### config.mk
export PLATFORM = sky130hd
export DESIGN_NAME = pulse_divider_bank
export DESIGN_NICKNAME = d
export VERILOG_FILES = /design/src/rtl/pulse_divider_bank.sv
export SDC_FILE = /design/constraint.sdc
export NUM_CORES = 1
export LEC_CHECK = 0
export ABC_AREA = 1
export CAP_MARGIN = 20
export CORE_MARGIN = 2
export CORE_UTILIZATION = 49
export CTS_CLUSTER_DIAMETER = 200
export DETAILED_ROUTE_END_ITERATION = 16
export PLACE_DENSITY = 0.7
export RECOVER_POWER = 100
export SYNTH_ARGS = -nofsm -noshare
export SYNTH_HDL_FRONTEND = slang
export SYNTH_SLANG_ARGS = --single-unit
### constraint.sdc
create_clock -name clk -period 1.65 [get_ports clk]
set_input_delay 0.33 -clock clk [delete_from_list [all_inputs] [get_ports clk]]
set_output_delay 0.33 -clock clk [all_outputs]
set_load 0.05 [all_outputs]
### src/rtl/pulse_divider_bank.sv
// Bank of NUM_CH programmable clock-enable dividers with global sync realignment.
// Define PULSE_DIV_CASCADE_EN to chain channel i>0 onto the strobe of channel i-1.
module pulse_divider_bank #(
  parameter int NUM_CH = 3,
  parameter int CNT_W  = 10,
  parameter logic [NUM_CH*CNT_W-1:0] TC_RST = {10'd999, 10'd99, 10'd9}
) (
  input  logic              clk,
  input  logic              rst,
  input  logic              sync,
  input  logic [NUM_CH-1:0] ch_en,
  input  logic              cfg_we,
  input  logic [3:0]        cfg_ch,
  input  logic [CNT_W-1:0]  cfg_tc,
  output logic [NUM_CH-1:0] pulse,
  output logic [7:0]        wrap_cnt
);

  logic [NUM_CH-1:0] pulse_d;
  logic [NUM_CH-1:0] advance;

  for (genvar i = 0; i < NUM_CH; i++) begin : g_ch
    localparam logic [CNT_W-1:0] TC_INIT = TC_RST[i*CNT_W +: CNT_W];

    logic [CNT_W-1:0] cnt_q, cnt_d;
    logic [CNT_W-1:0] active_q, active_d;
    logic [CNT_W-1:0] pending_q, pending_d;
    logic             pulse_q, pulse_n;
    logic             cfg_hit;

    // Out-of-range cfg_ch values match no channel index, so they are dropped.
    assign cfg_hit = cfg_we && (cfg_ch == 4'(i));

    always_comb begin
      cnt_d     = cnt_q;
      active_d  = active_q;
      pulse_n   = 1'b0;
      pending_d = cfg_hit ? cfg_tc : pending_q;
      if (sync) begin
        // A write landing with sync bypasses the pending stage.
        cnt_d    = '0;
        active_d = cfg_hit ? cfg_tc : pending_q;
        pulse_n  = ch_en[i];
      end else if (!ch_en[i]) begin
        cnt_d    = '0;
        active_d = pending_q;
      end else if (advance[i]) begin
        if (cnt_q == active_q) begin
          cnt_d    = '0;
          active_d = pending_q;
          pulse_n  = 1'b1;
        end else begin
          cnt_d = cnt_q + 1'b1;
        end
      end
    end

    always_ff @(posedge clk) begin
      if (rst) begin
        cnt_q     <= '0;
        active_q  <= TC_INIT;
        pending_q <= TC_INIT;
        pulse_q   <= 1'b1;
      end else begin
        cnt_q     <= cnt_d;
        active_q  <= active_d;
        pending_q <= pending_d;
        pulse_q   <= pulse_n;
      end
    end

    assign pulse[i]   = pulse_q;
    assign pulse_d[i] = pulse_n;

`ifdef PULSE_DIV_CASCADE_EN
    if (i == 0) begin : g_head
      assign advance[i] = 1'b1;
    end else begin : g_chain
      // Stalled (not cleared) whenever the upstream channel stops strobing.
      assign advance[i] = pulse[i-1];
    end
`else
    assign advance[i] = 1'b1;
`endif
  end

  always_ff @(posedge clk) begin
    if (rst) begin
      wrap_cnt <= 8'd0;
    end else if (pulse_d[0]) begin
      wrap_cnt <= wrap_cnt + 8'd1;
    end
  end

endmodule

---- Yosys cells after proc, flatten, opt, wreduce, memory -nomap -nowiden ----
Cells that the tools add are included.
storage, ports and cells
  register bits after elaboration ......... 101
operators by class
  add/sub/neg operators ................... 4
  eq/ne operators ......................... 8
  mux-type cells .......................... 21
  bitwise operators ....................... 3
  reductions and logical operators ........ 7
operator list
  operator                                                                  count
  10-bit two-way mux                                                        12
  10-bit by 1-bit adder with 10-bit output (second input constant)          3
  10-bit == test                                                            3
  4-bit OR reduction                                                        3
  1-bit two-way mux                                                         9
  3-bit by 2-bit inequality test with 1-bit output (second input constant)  3
  8-bit by 1-bit adder with 8-bit output (second input constant)            1
  4-bit by 1-bit == test with 1-bit output (second input constant)          1
  4-bit by 2-bit == test with 1-bit output (second input constant)          1
  4-bit zero test                                                           1
  1-bit logical AND                                                         3
  1-bit NOT                                                                 3

---- Longest topological paths before layout ----
  depth after elaboration ................. 4
  mapped depth ............................ 11

---- Worst setup path before layout ----
No wires, ideal clock.
  path type ............................... reg2reg
  start ................................... register wrap_cnt[2]
  end ..................................... register wrap_cnt[7]
  setup time .............................. 70 ps
  data arrival time ....................... 1526 ps
  data required time ...................... 1580 ps
  path slack .............................. 54 ps
  stages on the path, launching flop included .. 7
  path through ............................ dfxtp_1 nand3_1 nor2_1 nand3_1 xnor2_1 nand3_1 a21oi_1
between the ends
  cells in the longest elaborated chain, start to end .. 1
ends and longest elaborated chain
  element                                 line  text
  start, declared                         16    output logic [7:0] wrap_cnt
  start signal, assigned                  91    wrap_cnt <= wrap_cnt + 8'd1;
  8-bit by 1-bit adder with 8-bit output  91
Every way passes these cells.
A chain may end at the register's enable or synchronous reset.

---- Worst setup path in the final report ----
  start ................................... register g_ch[0].cnt_q[0]
  end ..................................... register g_ch[0].cnt_q[8]
between the ends
  cells in the longest elaborated chain, start to end .. 2
  elaborated cells between the ends (all ways) .. 3
  those cells by class .................... add/sub: 1; eq/ne: 1; reduce/logical: 1
ends and longest elaborated chain
  element                                                                                           line  text
  start, declared                                                                                   25    logic [CNT_W-1:0] cnt_q, cnt_d;
  start signal, assigned                                                                            65    cnt_q <= cnt_d;
  parallel branches: the longest is 2 deep, another holds 10-bit by 1-bit adder with 10-bit output  --
Several ways; the timed one is not identified.

==> results.yml <==
power_and_ir_drop:
  power.static_leakage_nw: 2.43
  worst_ir_drop_vdd_mv: 0.602
  clockPowerShare_pct: 33.2
  share_comb_of_total_power_pct: 10.5
  sw_frac_of_total_pct: 25.2
  p_switching_mw: 1.14
  power_per_cell_area_nw_per_um2: 816
  fin_total_pwr_mw: 4.53
  pwr-share-seq_pct: 56.2
  internal_power_mw: 3.38
clock_tree:
  postCtsHoldBufs: 0
  clk_latency_ns: 0.36
  clockBufferDepth: 2
  numCtsBuffers: 9
  clkSlewWorstSetupHoldPaths_ns: 0.09
  cts_sinks: 101
  cts-htree-levels: 3
  root_buffer: "sky130_fd_sc_hd__clkbuf_8"
  cts_tree: "done"
floorplanning:
  fp.dieH_um: 103
  area_of_the_core_um2: 9640
  die_width_um: 103
  io_pins: 32
  floorplan.rows: 36
  initial_standard_cell_utilization_of_the_core_pct: 49.7
  die_area_um2: 10600
synthesis:
  yosysWarningCount: 0
  post_synth_xor_area_fraction_pct: 5.67
  instance_count_of_the_mapped_netlist: 679
  area_share_of_fa_ha_maj_cells_after_synthesis_pct: 1.04
  mappedNetlistArea_um2: 4790
  synth_top_family_by_area: "simple AND/OR/NAND/NOR gates"
  synth.ff_latch_count: 101
  synth-seq-area-share_pct: 42.2
  synthMuxAreaShare_pct: 0
  synthesis.nets: 704
  synth-compound-area-share_pct: 11.4
  post_synthesis_share_of_cell_area_spent_on_and_or_nand_and_nor_gates_pct: 30.2
  yosys.cell_types.count: 37
  synthesis.area_per_instance_um2: 7.06
placed_design:
  port-buffer-count: 31
  post-place-cells: 844
  gpl_congestion: 0.874
  post-place-ws_ns: -0.277
  place_hpwl_mm: 7.55
cells_and_area:
  fill_cells: 926
  layout.cells.non_filler: 862
  nNetsFinal: 750
  layout-area-overhead-vs-synth_pct: 15.8
  antennaDiodeCount: 0
  drive_gt1_share_pct: 11.5
detailed_routing:
  met3WireLength_um: 372
  routed-via-count: 4202
  route.final.wire_length_mm: 10.4
  detail_route.wirelength.met1_mm: 4.68
  post-route-drc-count: 0
  highest-signal-layer: "met4"
  met2_routed_wl_mm: 5.14
  wl_per_cell_um: 12.1
  first_pass_iters: 4
  antenna_left: 0
  avgViaCountPerCell: 4.87
  first_iteration_detailed_routing_drc_count: 185
global_routing:
  via_count_of_the_first_global_routing_pass: 4002
  antenna_found_initial: 0
  grt_remaining_overflow: 0
  wire_length_of_the_first_global_routing_pass_mm: 18.1
  grt_max_degree: 41
  grt.total_usage_pct: 21.7
critical_path:
  timing.critical_path.slowest_stage_cell: "sky130_fd_sc_hd__dfxtp_1"
  r2r_slack_ns: 0.13
  worst-path-max-fanout: 5
  cp_cell_sequence: "ha_1 > nand3_1 > nor3_1 > nand2_1 > xor2_1 > nor2_1"
  timing.critical_path.slowest_cell_delay_ns: 0.44
  timing_worst_setup_path_type: "register to register"
  worst_ep_arrival_time_ns: 1.83
  critPathCaptureType: "register"
  worst_setup_path_start_kind: "register"
  timing.critical_path.required_ns: 1.96
  timing.critical_path.max_delay_family: "simple AND/OR/NAND/NOR gates"
  cp.buffers_inverters: 0
timing:
  timing_worst_slew_pin_value_ns: 0.358
  setup_slack_ns: 0.133
  hold_viol_final: 0
  final_max_slew_viol_count: 0
  finalWorstPathRequiredPeriod_ns: 1.52
  setup_viol: 0
  timing.final.crit_share_pct: 92.0
  slew_headroom_pct: 76.0
  fin_worst_skew_ns: 0.00739
  max_clk_rate_mhz: 659
status:
  outcome: "finished, final reports clean"
job:
  drv_cap: 0
hold_path:
  timing.hold.worst.class: "register to register"
-- per-layer routing --
| metal | vias to the layer above | global-route usage [%] |
|---|---|---|
| met3 | 22 | 4.54 |
| met4 | 0 | 7.89 |
| met5 | - | 0 |
| li1 | 2220 | - |
| met2 | 73 | 37.7 |
| met1 | 1887 | 26.6 |
-- sequential cells by signal (all words and copies together), names as in the netlist --
name	flops
g_ch.active_q	30
g_ch.pending_q	30
g_ch.cnt_q	30
g_ch.pulse_q	3
wrap_cnt	8
-- synth_stat cells, drive strengths merged --
cell type / n / share of area (%)
nand2: 176 / 15
dfxtp: 101 / 42
nor2: 82 / 6.7
o21ai: 81 / 8.5
inv: 80 / 6.3
nand3: 54 / 6.0
a21oi: 22 / 2.3
clkbuf: 19 / 1.5
xnor2: 16 / 2.9
xor2: 15 / 2.7
buf: 9 / 1.6
nor3: 7 / 0.94
ha: 4 / 1.0
or2: 4 / 0.52
nand3b: 2 / 0.31
nor4: 2 / 0.71
a21boi: 1 / 0.39
and3b: 1 / 0.18
nand4: 1 / 0.13
o211ai: 1 / 0.16
o22ai: 1 / 0.13
-- final timing paths --
check / to / from / cells after the start
setup / recovery: g_ch[0].cnt_q[8] / g_ch[0].cnt_q[0] / 6
hold / removal: g_ch[2].cnt_q[0] / g_ch[2].cnt_q[0] / 1
setup reg to reg: g_ch[0].cnt_q[8] / g_ch[0].cnt_q[0] / 6
hold reg to reg: g_ch[2].cnt_q[0] / g_ch[2].cnt_q[0] / 1
-- power groups by stage --
stage	clock network [mW]	registers (mW)	logic, mW
finish	1.50	2.54	0.477
detailed placement	0	2.60	0.486
CTS	1.55	2.55	0.489
global route	1.65	2.55	0.540
global placement	0	2.60	0.476
floorplan	0	2.60	0.300
-- per-stage QoR --
step	util [%]	area [um2]	TNS, ns	hold slack (ns)
floorplan	-	4790	0	0.429
global placement	56.1	5410	-6.24	0.445
detailed placement	56.1	5410	-7.25	0.449
CTS	58.0	5590	0	0.469
global route	57.5	5550	-0.00890	0.493
finish	57.5	5550	0	0.470
-- kinds of logic after synthesis --
group / Yosys count
AND/OR/NAND/NOR: 329
AO/OA/AOI/OAI: 106
flip-flops: 101
adder cells (fa/ha/maj): 4
XOR/XNOR: 31
buffers and inverters: 108
-- cell usage in the layout, fill, tap and decap left out, types with 16 or more instances in the layout --
cell,count
sky130_fd_sc_hd__inv_1,72
sky130_fd_sc_hd__buf_4,26
sky130_fd_sc_hd__dfxtp_1,100
sky130_fd_sc_hd__a21oi_1,22
sky130_fd_sc_hd__nand2_1,167
sky130_fd_sc_hd__o21ai_1,16
sky130_fd_sc_hd__o21ai_0,65
sky130_fd_sc_hd__nor2_1,78
sky130_fd_sc_hd__clkdlybuf4s50_1,20
sky130_fd_sc_hd__xnor2_1,16
sky130_fd_sc_hd__nand3_1,52
-- layout make-up --
class | count | area [um2] | share of cell area [%]
sequential | 101 | 2020 | 36.5
timing repair buffer | 63 | 554 | 9.99
tap | 133 | 166 | 3.00
inverter | 80 | 303 | 5.46
clock inverter | 4 | 50.0 | 0.902
clock buffer | 11 | 131 | 2.37
multi-input combinational | 470 | 2320 | 41.8
-- what timing repair did --
item	in CTS	in global routing
setup endpoints to repair	0	28
buffers inserted	0	3
resized for setup	0	6
Power figures use the tool's default switching activity.
